--- config.mk ---
export PLATFORM = sky130hd
export DESIGN_NAME = keycode_input_ctrl
export DESIGN_NICKNAME = d
export VERILOG_FILES = /design/src/rtl/keycode_pkg.sv /design/src/rtl/keycode_stable_filter.sv /design/src/rtl/keycode_input_ctrl.sv
export SDC_FILE = /design/constraint.sdc
export NUM_CORES = 1
export LEC_CHECK = 0
export BUFFER_PORTS_ARGS = -buffer_cell sky130_fd_sc_hd__buf_2
export CELL_PAD_IN_SITES_DETAIL_PLACEMENT = 1
export CELL_PAD_IN_SITES_GLOBAL_PLACEMENT = 1
export CORE_MARGIN = 2
export CORE_UTILIZATION = 49
export DETAILED_ROUTE_END_ITERATION = 12
export PLACE_DENSITY = 0.88
export SLEW_MARGIN = 30
export SYNTH_ARGS = -nofsm -noshare
export SYNTH_HDL_FRONTEND = slang
export SYNTH_SLANG_ARGS = --single-unit
--- constraint.sdc ---
create_clock -name clk_clk -period 4.2 [get_ports clk_clk]
set_clock_uncertainty 0.15 [all_clocks]
set_input_delay 0.84 -clock clk_clk [delete_from_list [all_inputs] [get_ports clk_clk]]
set_output_delay 0.84 -clock clk_clk [all_outputs]
set_load 0.01 [all_outputs]
--- src/rtl/keycode_pkg.sv ---
// rtl/keycode_pkg.sv - HID keycodes and FSM state type shared by the keycode input controller.

package keycode_pkg;

   localparam logic [7:0] KC_NONE  = 8'h00;
   localparam logic [7:0] KC_A     = 8'h04;
   localparam logic [7:0] KC_D     = 8'h07;
   localparam logic [7:0] KC_W     = 8'h1A;
   localparam logic [7:0] KC_SPACE = 8'h2C;
   localparam logic [7:0] KC_P     = 8'h13;
   localparam logic [7:0] KC_LEFT  = 8'h50;
   localparam logic [7:0] KC_RIGHT = 8'h4F;
   localparam logic [7:0] KC_UP    = 8'h52;

   typedef enum logic [1:0] {
      IDLE       = 2'd0,
      DIR_HOLD   = 2'd1,
      OTHER_HOLD = 2'd2
   } state_t;

endpackage

--- src/rtl/keycode_stable_filter.sv ---
// rtl/keycode_stable_filter.sv - holds a candidate keycode and strobes acceptance once it
// has been stable for STABLE_CYCLES cycles and differs from the currently accepted code.

module keycode_stable_filter #(
   parameter int STABLE_CYCLES = 50000
) (
   input  logic       clk,
   input  logic       rst_n,
   input  logic [7:0] keycode,
   input  logic [7:0] cur_code,
   output logic       accept_stb,
   output logic [7:0] accept_code
);

   localparam int CW = $clog2(STABLE_CYCLES + 1);
   localparam logic [CW-1:0] CNT_MAX = CW'(STABLE_CYCLES);
   localparam logic [CW-1:0] CNT_ACC = CW'(STABLE_CYCLES - 1);

   logic [7:0]    cand_q;
   logic [CW-1:0] stab_cnt;
   logic          same;

   assign same = (keycode == cand_q);

   always_ff @(posedge clk or negedge rst_n) begin
      if (!rst_n) begin
         cand_q   <= 8'h00;
         stab_cnt <= '0;
      end else if (!same) begin
         cand_q   <= keycode;
         stab_cnt <= '0;
      end else if (stab_cnt != CNT_MAX) begin
         stab_cnt <= stab_cnt + CW'(1);
      end
   end

   // Saturation past CNT_ACC keeps a held code from being accepted twice.
   assign accept_stb  = same && (stab_cnt == CNT_ACC) && (cand_q != cur_code);
   assign accept_code = cand_q;

endmodule

--- src/rtl/keycode_input_ctrl.sv ---
// rtl/keycode_input_ctrl.sv - game key decoder: direction levels, action pulses, pause and
// frame-paced auto-repeat. Define KEYCODE_ARROWS_EN to alias arrow keys onto A/D/W.

module keycode_input_ctrl
   import keycode_pkg::*;
#(
   parameter int STABLE_CYCLES = 50000,
   parameter int REPEAT_DELAY  = 15,
   parameter int REPEAT_PERIOD = 4
) (
   input  logic       clk_clk,
   input  logic       reset_reset_n,
   input  logic [7:0] keycode,
   input  logic       frame_tick,
   output logic [7:0] key_code_q,
   output logic       key_valid,
   output logic       dir_left,
   output logic       dir_right,
   output logic       step_pulse,
   output logic       jump_pulse,
   output logic       paused
);

   localparam int FW = $clog2(REPEAT_DELAY + 1);
   localparam logic [FW-1:0] FRM_LAST   = FW'(REPEAT_DELAY - 1);
   localparam logic [FW-1:0] FRM_RELOAD = FW'(REPEAT_DELAY - REPEAT_PERIOD);

   function automatic logic [7:0] alias_code(input logic [7:0] c);
`ifdef KEYCODE_ARROWS_EN
      case (c)
         KC_LEFT:  return KC_A;
         KC_RIGHT: return KC_D;
         KC_UP:    return KC_W;
         default:  return c;
      endcase
`else
      return c;
`endif
   endfunction

   logic          accept_stb;
   logic [7:0]    accept_code;
   logic [7:0]    map_code;
   logic          is_left, is_right, is_jump, is_p;

   state_t        state, state_d;
   logic [FW-1:0] frm_cnt, frm_cnt_d;
   logic          lvl_left, lvl_left_d, lvl_right, lvl_right_d;
   logic          paused_d, step_d, jump_d;

   keycode_stable_filter #(
      .STABLE_CYCLES(STABLE_CYCLES)
   ) u_filter (
      .clk         (clk_clk),
      .rst_n       (reset_reset_n),
      .keycode     (keycode),
      .cur_code    (key_code_q),
      .accept_stb  (accept_stb),
      .accept_code (accept_code)
   );

   assign map_code = alias_code(accept_code);
   assign is_left  = (map_code == KC_A);
   assign is_right = (map_code == KC_D);
   assign is_jump  = (map_code == KC_W) || (map_code == KC_SPACE);
   assign is_p     = (map_code == KC_P);

   always_comb begin
      state_d     = state;
      frm_cnt_d   = frm_cnt;
      lvl_left_d  = lvl_left;
      lvl_right_d = lvl_right;
      paused_d    = paused;
      step_d      = 1'b0;
      jump_d      = 1'b0;
      // Acceptance takes priority over a coincident frame_tick.
      if (accept_stb) begin
         frm_cnt_d   = '0;
         lvl_left_d  = is_left;
         lvl_right_d = is_right;
         jump_d      = is_jump;
         if (is_p)
            paused_d = ~paused;
         if (is_left || is_right) begin
            state_d = DIR_HOLD;
            step_d  = 1'b1;
         end else if (accept_code == KC_NONE) begin
            state_d = IDLE;
         end else begin
            state_d = OTHER_HOLD;
         end
      end else if (state == DIR_HOLD && frame_tick) begin
         if (frm_cnt == FRM_LAST) begin
            step_d    = 1'b1;
            frm_cnt_d = FRM_RELOAD;
         end else begin
            frm_cnt_d = frm_cnt + FW'(1);
         end
      end
   end

   always_ff @(posedge clk_clk or negedge reset_reset_n) begin
      if (!reset_reset_n) begin
         state      <= IDLE;
         frm_cnt    <= '0;
         lvl_left   <= 1'b0;
         lvl_right  <= 1'b0;
         key_code_q <= 8'h00;
         key_valid  <= 1'b0;
         paused     <= 1'b0;
         dir_left   <= 1'b0;
         dir_right  <= 1'b0;
         step_pulse <= 1'b0;
         jump_pulse <= 1'b0;
      end else begin
         state      <= state_d;
         frm_cnt    <= frm_cnt_d;
         lvl_left   <= lvl_left_d;
         lvl_right  <= lvl_right_d;
         paused     <= paused_d;
         if (accept_stb) begin
            key_code_q <= accept_code;
            key_valid  <= (accept_code != KC_NONE);
         end
         dir_left   <= lvl_left_d  & ~paused_d;
         dir_right  <= lvl_right_d & ~paused_d;
         step_pulse <= step_d      & ~paused_d;
         jump_pulse <= jump_d      & ~paused_d;
      end
   end

endmodule

# Yosys cells after proc, flatten, opt, wreduce, memory -nomap -nowiden
# Index checks and enable logic that the tools add are counted.
[totals]
ff_bits = 46
in_bits = 11
[classes]
add_sub_neg = 2
eq_ne = 12
mux = 16
bitwise = 6
reduce_logical = 8
[op_table]
columns = ["op", "count"]
rows = [
  ["$mux W16", 2],
  ["$add A16 B1 Y16 const B", 1],
  ["$eq A16 B16 Y1 const B", 1],
  ["$eq A8 B3 Y1 const B", 2],
  ["$eq A8 B5 Y1 const B", 2],
  ["$ne A16 B16 Y1 const B", 1],
  ["$mux W4", 3],
  ["$mux W1", 9],
  ["$eq A8 B6 Y1 const B", 1],
  ["$eq A8 B8 Y1", 1],
  ["$logic_not A8 Y1", 1],
  ["$ne A8 B8 Y1", 1],
  ["$reduce_bool A8 Y1", 1],
  ["$add A4 B1 Y4 const B", 1],
  ["$and A1 B1 Y1", 4],
  ["$eq A4 B4 Y1 const B", 1],
  ["$mux W2", 2],
  ["$logic_and A1 B1 Y1", 3],
  ["$eq A2 B1 Y1 const B", 1],
  ["$logic_or A1 B1 Y1", 2],
  ["$ne A2 B2 Y1 const B", 1],
  ["$not A1 Y1", 2],
  ["$reduce_bool A2 Y1", 1],
]

# Longest topological paths before layout
# Gate-level depths: netlist of run 1.
[logic_depth]
ltp_word = 6
mapped_depth = 8

# Modules after synthesis
# Synthesis of run 1 repeated with hierarchy kept, for this count alone.
[unflattened]
cells_unflattened = 208
area_unflattened_um2 = 2279.7
[modules_own_cells]
columns = ["module", "instances", "cells_per_inst", "area_each_um2", "seq_area_each_um2"]
rows = [
  ["keycode_stable_filter", 1, 127, 1271.2, 600.6],
  ["keycode_input_ctrl", 1, 81, 1008.5, 550.5],
]

# Worst setup path after synthesis of run 1
# No wires, ideal clock.
[synth_path]
path_type = "input -> register"
start = "in keycode[6]"
end = "reg key_code_q[5]"
setup_ns = 0.125
arrival_ns = 2.120
setup_slack_ns = 1.805
cell_stages = 6
path_buffers = 2
path_cell_list = "xor2_1 -> nor4_1 -> o2111a_1 -> buf_6 -> buf_12 -> mux2_2"
[synth_between]
elab_chain_cells = 3
[synth_lines]
columns = ["item", "line_no", "source"]
rows = [
  ["from (decl)", "keycode_input_ctrl.sv:13", "input logic [7:0] keycode,"],
  ["$eq A8 B8 Y1", "keycode_stable_filter.sv:23", "assign same = (keycode == cand_q);"],
  ["$logic_and A1 B1 Y1 (2 in series)", "keycode_stable_filter.sv:38", "assign accept_stb = same && (stab_cnt == CNT_ACC) && (cand_q != cur_code);"],
  ["to (signal assigned)", "keycode_input_ctrl.sv:122", "key_code_q <= accept_code;"],
  ["to (decl)", "keycode_input_ctrl.sv:15", "output logic [7:0] key_code_q,"],
]
# No other way between the ends.
# A chain may end at the register's enable or synchronous reset.

# Worst setup path in the final report of run 1
[layout_path]
start = "reg u_filter.stab_cnt[11]"
end = "reg step_pulse"
[layout_between]
elab_chain_cells = 6
word_cells_on_any_way = 7
classes_between = "eq/ne (1); mux (2); bitwise (2); reduce/logical (2)"
[layout_lines]
columns = ["item", "line_no", "source"]
rows = [
  ["from (decl)", "keycode_stable_filter.sv:20", "logic [CW-1:0] stab_cnt;"],
  ["from (signal assigned)", "keycode_stable_filter.sv:33", "stab_cnt <= stab_cnt + CW'(1);"],
  ["$eq A16 B16 Y1 *", "keycode_stable_filter.sv:38", ""],
  ["$logic_and A1 B1 Y1 * (2 in series)", "keycode_stable_filter.sv:38", ""],
  ["$mux W1", "keycode_input_ctrl.sv:77", "if (accept_stb) begin"],
  ["$not A1 Y1", "keycode_input_ctrl.sv:127", "step_pulse <= step_d & ~paused_d;"],
  ["$and A1 B1 Y1 *", "keycode_input_ctrl.sv:127", ""],
  ["to (signal assigned)", "keycode_input_ctrl.sv:127", ""],
  ["to (decl)", "keycode_input_ctrl.sv:19", "output logic step_pulse,"],
]
# Mark *: on every way between the ends. The rest lies on a longest branch, timed or not.

==> impl_metrics.ini, run 1 <==
[run_status]
status = completed

[logic_synthesis]
ys.flop_type = dfrtp_1
synth_common_cells = 46 x dfrtp_1, 26 x nor2_1, 15 x xnor2_1, 15 x xor2_1, 12 x clkbuf_1
synth_top_area_share_pct = 50.3
synthArstFlopShare_pct = 100
synth_area_leaders = dfrtp_1 50%, xnor2_1 5.7%, xor2_1 5.7%
syn_inst = 212
ys_types = 35
synth_compound_area_share_pct = 4.32
synth_nets = 227
yosysWarnings = 0
synth_xor_area_share_pct = 12.2
synth_edf_count = 0
yosys.area_share.adder_pct = 2.19
yosysMostFrequentCell = dfrtp_1
muxShareOfSynthArea_pct = 6.29
synth-simple-area-share_pct = 20.0
syn_area_per_cell_sq_um = 10.8
yosysTopAreaCell = dfrtp_1
syn-cell-area_sq_um = 2290
seq_area_frac_synth_pct = 50.3
synth_top_family_by_area = simple AND/OR/NAND/NOR gates
ys_ff_latch = 46

[setup_path]
critical_path_class = flip-flop to flip-flop
cp.arrival_ns = 3.04
start_kind = flip-flop
worst_setup_path_end_kind = flip-flop
crit_fanout = 21
crit_top_cell = nor4_1
crit_path_max_incr_delay_ns = 0.84
cp.required_ns = 4.26
path_cells = or4b_4, nor4_1, o2111a_1, buf_4, nor4_1, a21o_1
cp_slowest_cell = o2111a_1

[grt]
grt_pass1_wl_mm = 8.52
antenna_found_initial = 0
overflow = 0
first_global_vias = 1701
grt_max_degree = 47
grt_usage_pct = 21.4

[job]
max_cap_viol_count = 0

[power_and_ir_drop]
ir_worst_vdd_mv = 0.251
seq_power_share_pct = 51.2
p_leak_nw = 1.17
swShare_pct = 20.3
power_switching_uw = 181
power.density_nw_per_um2 = 352
power_uw = 893
clkPwrFrac_pct = 45.4
intPower_uw = 712
p_comb_share_pct = 3.5

[drt]
routed_via_density = 5.80
finalWirelength_mm = 4.86
highest_layer = met4
ant_nets = 0
first_iter_violations = 78
drc = 0
drt_first_pass_iters = 4
met1_length_mm = 2.07
wl_per_cell_um = 17.3
wl_met2_mm = 2.50
wl_met3_um = 207
num_vias = 1630

[timing]
rsz0062_at_grt = no
hold_violations = 0
finalCritPeriodShare_pct = 71.0
slew_headroom_pct = 41.7
fmax_mhz = 335
tns_ns = 0
setup_viol = 0
worst_slew_pin_slew_ns = 0.875
maxSlewViolCount = 0
period_needed_ns = 2.98

[clocking]
clk_pin_slew_worst_paths_ns = 0.09
postCtsSetupRepairBufs = 0
cts_root_buffer = clkbuf_8
clk_latency_ns = 0.31
cts_max_path_buffers = 2
cts_tree = yes
cts_resized = 0
ctsHoldBuffers = 0
clock_sinks = 46
cts_made_buffers = 5
htreeDepth = 2

[floorplanning]
die_y_um = 72.3
die_area_sq_um = 5230
ios = 25
core_sq_um = 4410
dieWidth_um = 72.3
rows = 24
start_util_pct = 51.8

[min_path]
min_path_type = flip-flop to flip-flop

[cells_and_area]
area_growth_pct = 10.9
layout-drive-gt1-share_pct = 21.4
diodes = 0
nFillCells = 476
final_nets = 243

[place]
place_congestion = 0.758
io_buffers = 24
hpwlAfterDp_mm = 3.43
==> worst paths after layout <==
kind	from	slack, ns	to	cells past startpoint
min in group asynchronous	reset_reset_n	0.38	key_code_q[1]	1
setup / recovery	u_filter.stab_cnt[11]	1.22	step_pulse	6
setup reg to reg	u_filter.stab_cnt[11]	1.22	step_pulse	6
hold reg to reg	lvl_right	0.36	lvl_right	1
hold / removal	lvl_right	0.36	lvl_right	1
max in group asynchronous	reset_reset_n	3.14	key_code_q[0]	1
==> cell type report <==
cell class              instances  area, sq um  share of cell area (%)
inverters                       5         18.8                   0.740
clock buffers                   6         82.6                    3.25
multi-input cells             145         1030                    40.6
clock inverters                 2         60.1                    2.37
well taps                      52         65.1                    2.56
repair buffers                 25          130                    5.13
flip-flops and latches         46         1150                    45.4
==> placed cells by master, fill, tap and decap left out, types with 4 or more instances in the layout <==
master    Yosys  layout
inv_1         5       5
buf_2         1      23
ha_1          4       4
dfrtp_1      46      46
nor2_1       26      26
clkbuf_8      0       6
nor3_1        7       7
xor2_1       15      15
nor4_1        8       8
xnor2_1      15      15
nand4_1       5       5
nand2_1       7       7
a21oi_1       4       4
mux2_2       11      11
nand3_1      11      11
==> registers in the layout, indices dropped and copies added, names as in the netlist <==
signal                cells
jump_pulse                1
u_filter.accept_code      8
dir_left                  1
state                     2
key_code_q                8
frm_cnt                   4
dir_right                 1
lvl_right                 1
paused                    1
u_filter.stab_cnt        16
lvl_left                  1
step_pulse                1
key_valid                 1
==> per-stage QoR <==
stage / util, % / instances / area, sq um / setup WS [ns] / hold WS [ns]
floorplan: - / 212 / 2290 / 1.80 / 0.322
global placement: 54.2 / 273 / 2390 / 1.05 / 0.338
detailed placement: 54.3 / 273 / 2390 / 0.992 / 0.340
CTS: 57.5 / 281 / 2540 / 1.19 / 0.361
global route: 57.5 / 281 / 2540 / 1.01 / 0.379
finish: 57.5 / 281 / 2540 / 1.22 / 0.358
==> logic make-up (layout without fill, tap and decap cells) <==
family                   Yosys count  after routing
AND/OR/NAND/NOR                   82             82
flip-flops                        46             46
XOR/XNOR                          31             31
buffers and inverters             21             38
AO/OA/AOI/OAI                     15             15
multiplexers                      13             13
adder cells (fa/ha/maj)            4              4
==> per-layer routing <==
layer	vias up	GRT usage, %
met5	-	0
met4	0	6.71
met3	9	5.14
met2	36	35.4
met1	825	27.9
li1	760	-
==> worst max-delay path, delay by kind of cell (launching register included) <==
kind	cells	cell delay, ns
buffers and inverters	1	0.28
flip-flops	1	0.43
AND/OR/NAND/NOR	3	1.01
AO/OA/AOI/OAI	2	1.02
==> power groups by stage <==
stage / Sequential, mW / Clock (mW) / Combinational [mW]
final: 0.457 / 0.405 / 0.0309
after global routing: 0.458 / 0.431 / 0.0357
after global placement: 0.465 / 0 / 0.0295
after floorplan: 0.460 / 0 / 0.0194
after CTS: 0.457 / 0.414 / 0.0321
after detailed placement: 0.465 / 0 / 0.0318
Note: power is estimated with default switching activity, not from simulation.
==> run 2: changes to the inputs <==
--- a/config.mk
+++ b/config.mk
@@ -9,9 +9,9 @@
 export CELL_PAD_IN_SITES_DETAIL_PLACEMENT = 1
 export CELL_PAD_IN_SITES_GLOBAL_PLACEMENT = 1
 export CORE_MARGIN = 2
-export CORE_UTILIZATION = 49
+export CORE_UTILIZATION = 46
 export DETAILED_ROUTE_END_ITERATION = 12
-export PLACE_DENSITY = 0.88
+export PLACE_DENSITY = 0.84
 export SLEW_MARGIN = 30
 export SYNTH_ARGS = -nofsm -noshare
 export SYNTH_HDL_FRONTEND = slang
==> constraint.sdc (replaced) <==
create_clock -name clk_clk -period 2.9 [get_ports clk_clk]
set_clock_uncertainty 0.15 [all_clocks]
set_input_delay 0.58 -clock clk_clk [delete_from_list [all_inputs] [get_ports clk_clk]]
set_output_delay 0.58 -clock clk_clk [all_outputs]
set_load 0.01 [all_outputs]
==> impl_metrics.ini, run 2 (same netlist as run 1, synthesis figures left out) <==
[setup_path]
start_kind = flip-flop
cp_slowest_cell = dfrtp_1
r2r_cells = 5
path_buf_inv = 1
rr_startpoint = u_filter.accept_code[1]
cp.required_ns = 2.93
path_delay_family = flip-flops
startpoint = u_filter.accept_code[1]
path_cells = xor2_1, nor4_1, o2111a_1, buf_4, mux2_2
critical_path_class = flip-flop to flip-flop
r2r_slack_ns = 0.39
crit_fanout = 24
worst_setup_path_end_kind = flip-flop
crit_path_max_incr_delay_ns = 0.55
r2r-end = key_code_q[0]
cp.arrival_ns = 2.54

[timing]
fmax_mhz = 399
rsz0062_at_grt = no
hold_violations = 0
worst_slew_pin_slew_ns = 0.650
tns_ns = 0
timing.hold.ws_ns = 0.0912
finalWorstSetupSlack_ns = 0.393
slew_headroom_pct = 56.3
period_needed_ns = 2.51
maxSlewViolCount = 0
finalCritPeriodShare_pct = 86.4
setup_viol = 0

[cells_and_area]
instances_no_fill = 299
area_growth_pct = 10.3
final_common_cell = dfrtp_1
largest_reg_flops = 16
diodes = 0
top_register = u_filter.stab_cnt
layout-drive-gt1-share_pct = 22.4
final_cell_mix = 46 x dfrtp_1, 26 x nor2_1, 24 x buf_2, 15 x xnor2_1, 15 x xor2_1
final_nets = 246
nFillCells = 564

[clocking]
clk_latency_ns = 0.30
cts_resized = 0
postCtsSetupRepairBufs = 0
clock_sinks = 46
htreeDepth = 2
cts_made_buffers = 5
cts_max_path_buffers = 2
ctsHoldBuffers = 0
cts_tree = yes
clk_pin_slew_worst_paths_ns = 0.09
cts_root_buffer = clkbuf_8

[grt]
overflow = 0
grt_pass1_wl_mm = 8.13
grt_usage_pct = 19.7
antenna_found_initial = 0
first_global_vias = 1671
grt_max_degree = 25

[place]
io_buffers = 24
place_ws_ns = 0.379
dp.cells = 291
place_congestion = 0.760
hpwlAfterDp_mm = 3.65

[min_path]
min_path_type = primary input to asynchronous set/reset pin

[drt]
drt_first_pass_iters = 4
finalWirelength_mm = 4.98
drc = 0
ant_nets = 0
wl_per_cell_um = 16.6
num_vias = 1598
routed_via_density = 5.34
first_iter_violations = 62

[floorplanning]
rows = 25
ios = 25
die_y_um = 74.5
start_util_pct = 48.1
dieWidth_um = 74.5
die_area_sq_um = 5550
core_sq_um = 4750

[job]
max_cap_viol_count = 0

[power_and_ir_drop]
clkPwrFrac_pct = 35.9
ir_worst_vdd_mv = 0.192
power_switching_uw = 271
p_comb_share_pct = 4.3
swShare_pct = 24.5
intPower_uw = 835
p_leak_nw = 1.15
power.density_nw_per_um2 = 438
seq_power_share_pct = 59.8

[run_status]
status = completed
run 2: cell types whose count changed in the layout (fill, tap and decap cells not counted), sizes merged:
cell / change
buf: +3
bufinv: -2
clkinv: +2
clkbuf: -1
clkinvlp: +1
run 2: power groups by stage:
stage	Clock [mW]	Combinational (mW)	Sequential, mW
finish	0.397	0.0472	0.661
global route	0.438	0.0533	0.663
CTS	0.406	0.0487	0.661
detailed placement	0	0.0477	0.674
global placement	0	0.0454	0.673
floorplan	0	0.0280	0.666
run 2: cell type report:
cell class              instances  area [sq um]  share of cell area, %
flip-flops and latches         46          1150                   45.6
multi-input cells             145          1030                   40.8
well taps                      67          83.8                   3.32
clock inverters                 3          21.3                  0.843
repair buffers                 28           150                   5.95
clock buffers                   5          68.8                   2.73
inverters                       5          18.8                  0.744
run 2: worst max-delay path by stage:
stage | end | slack [ns] | cells after the start
after global placement | key_code_q[1] | 0.38 | 5
after detailed placement | key_code_q[6] | 0.38 | 6
after global routing | key_code_q[0] | 0.22 | 5
after CTS | key_code_q[0] | 0.41 | 5
after floorplan | key_code_q[5] | 0.65 | 6
final | key_code_q[0] | 0.39 | 5
run 2: routing by layer:
metal,up-vias,routed length [um],global-route usage (%)
met3,11,119,4.07
li1,767,-,-
met5,-,0,0
met2,27,2560,34.4
met1,793,2210,24.7
met4,0,84,5.95
run 2: worst reg2reg max path: cells and delay by family, from the launching register on:
| family | cells | cell delay, ns |
|---|---|---|
| compound gates | 1 | 0.27 |
| xor+xnor | 1 | 0.26 |
| buf+inv | 1 | 0.30 |
| flops | 1 | 0.55 |
| mux | 1 | 0.39 |
| simple gates | 1 | 0.48 |
run 2: metrics by stage:
step                      utilization [%]  area [sq um]  power [mW]
after global routing                 53.1          2520        1.15
after detailed placement             51.2          2430       0.722
after CTS                            53.1          2520        1.12
after floorplan                         -          2290       0.694
after global placement               51.2          2430       0.719
final                                53.1          2520        1.11
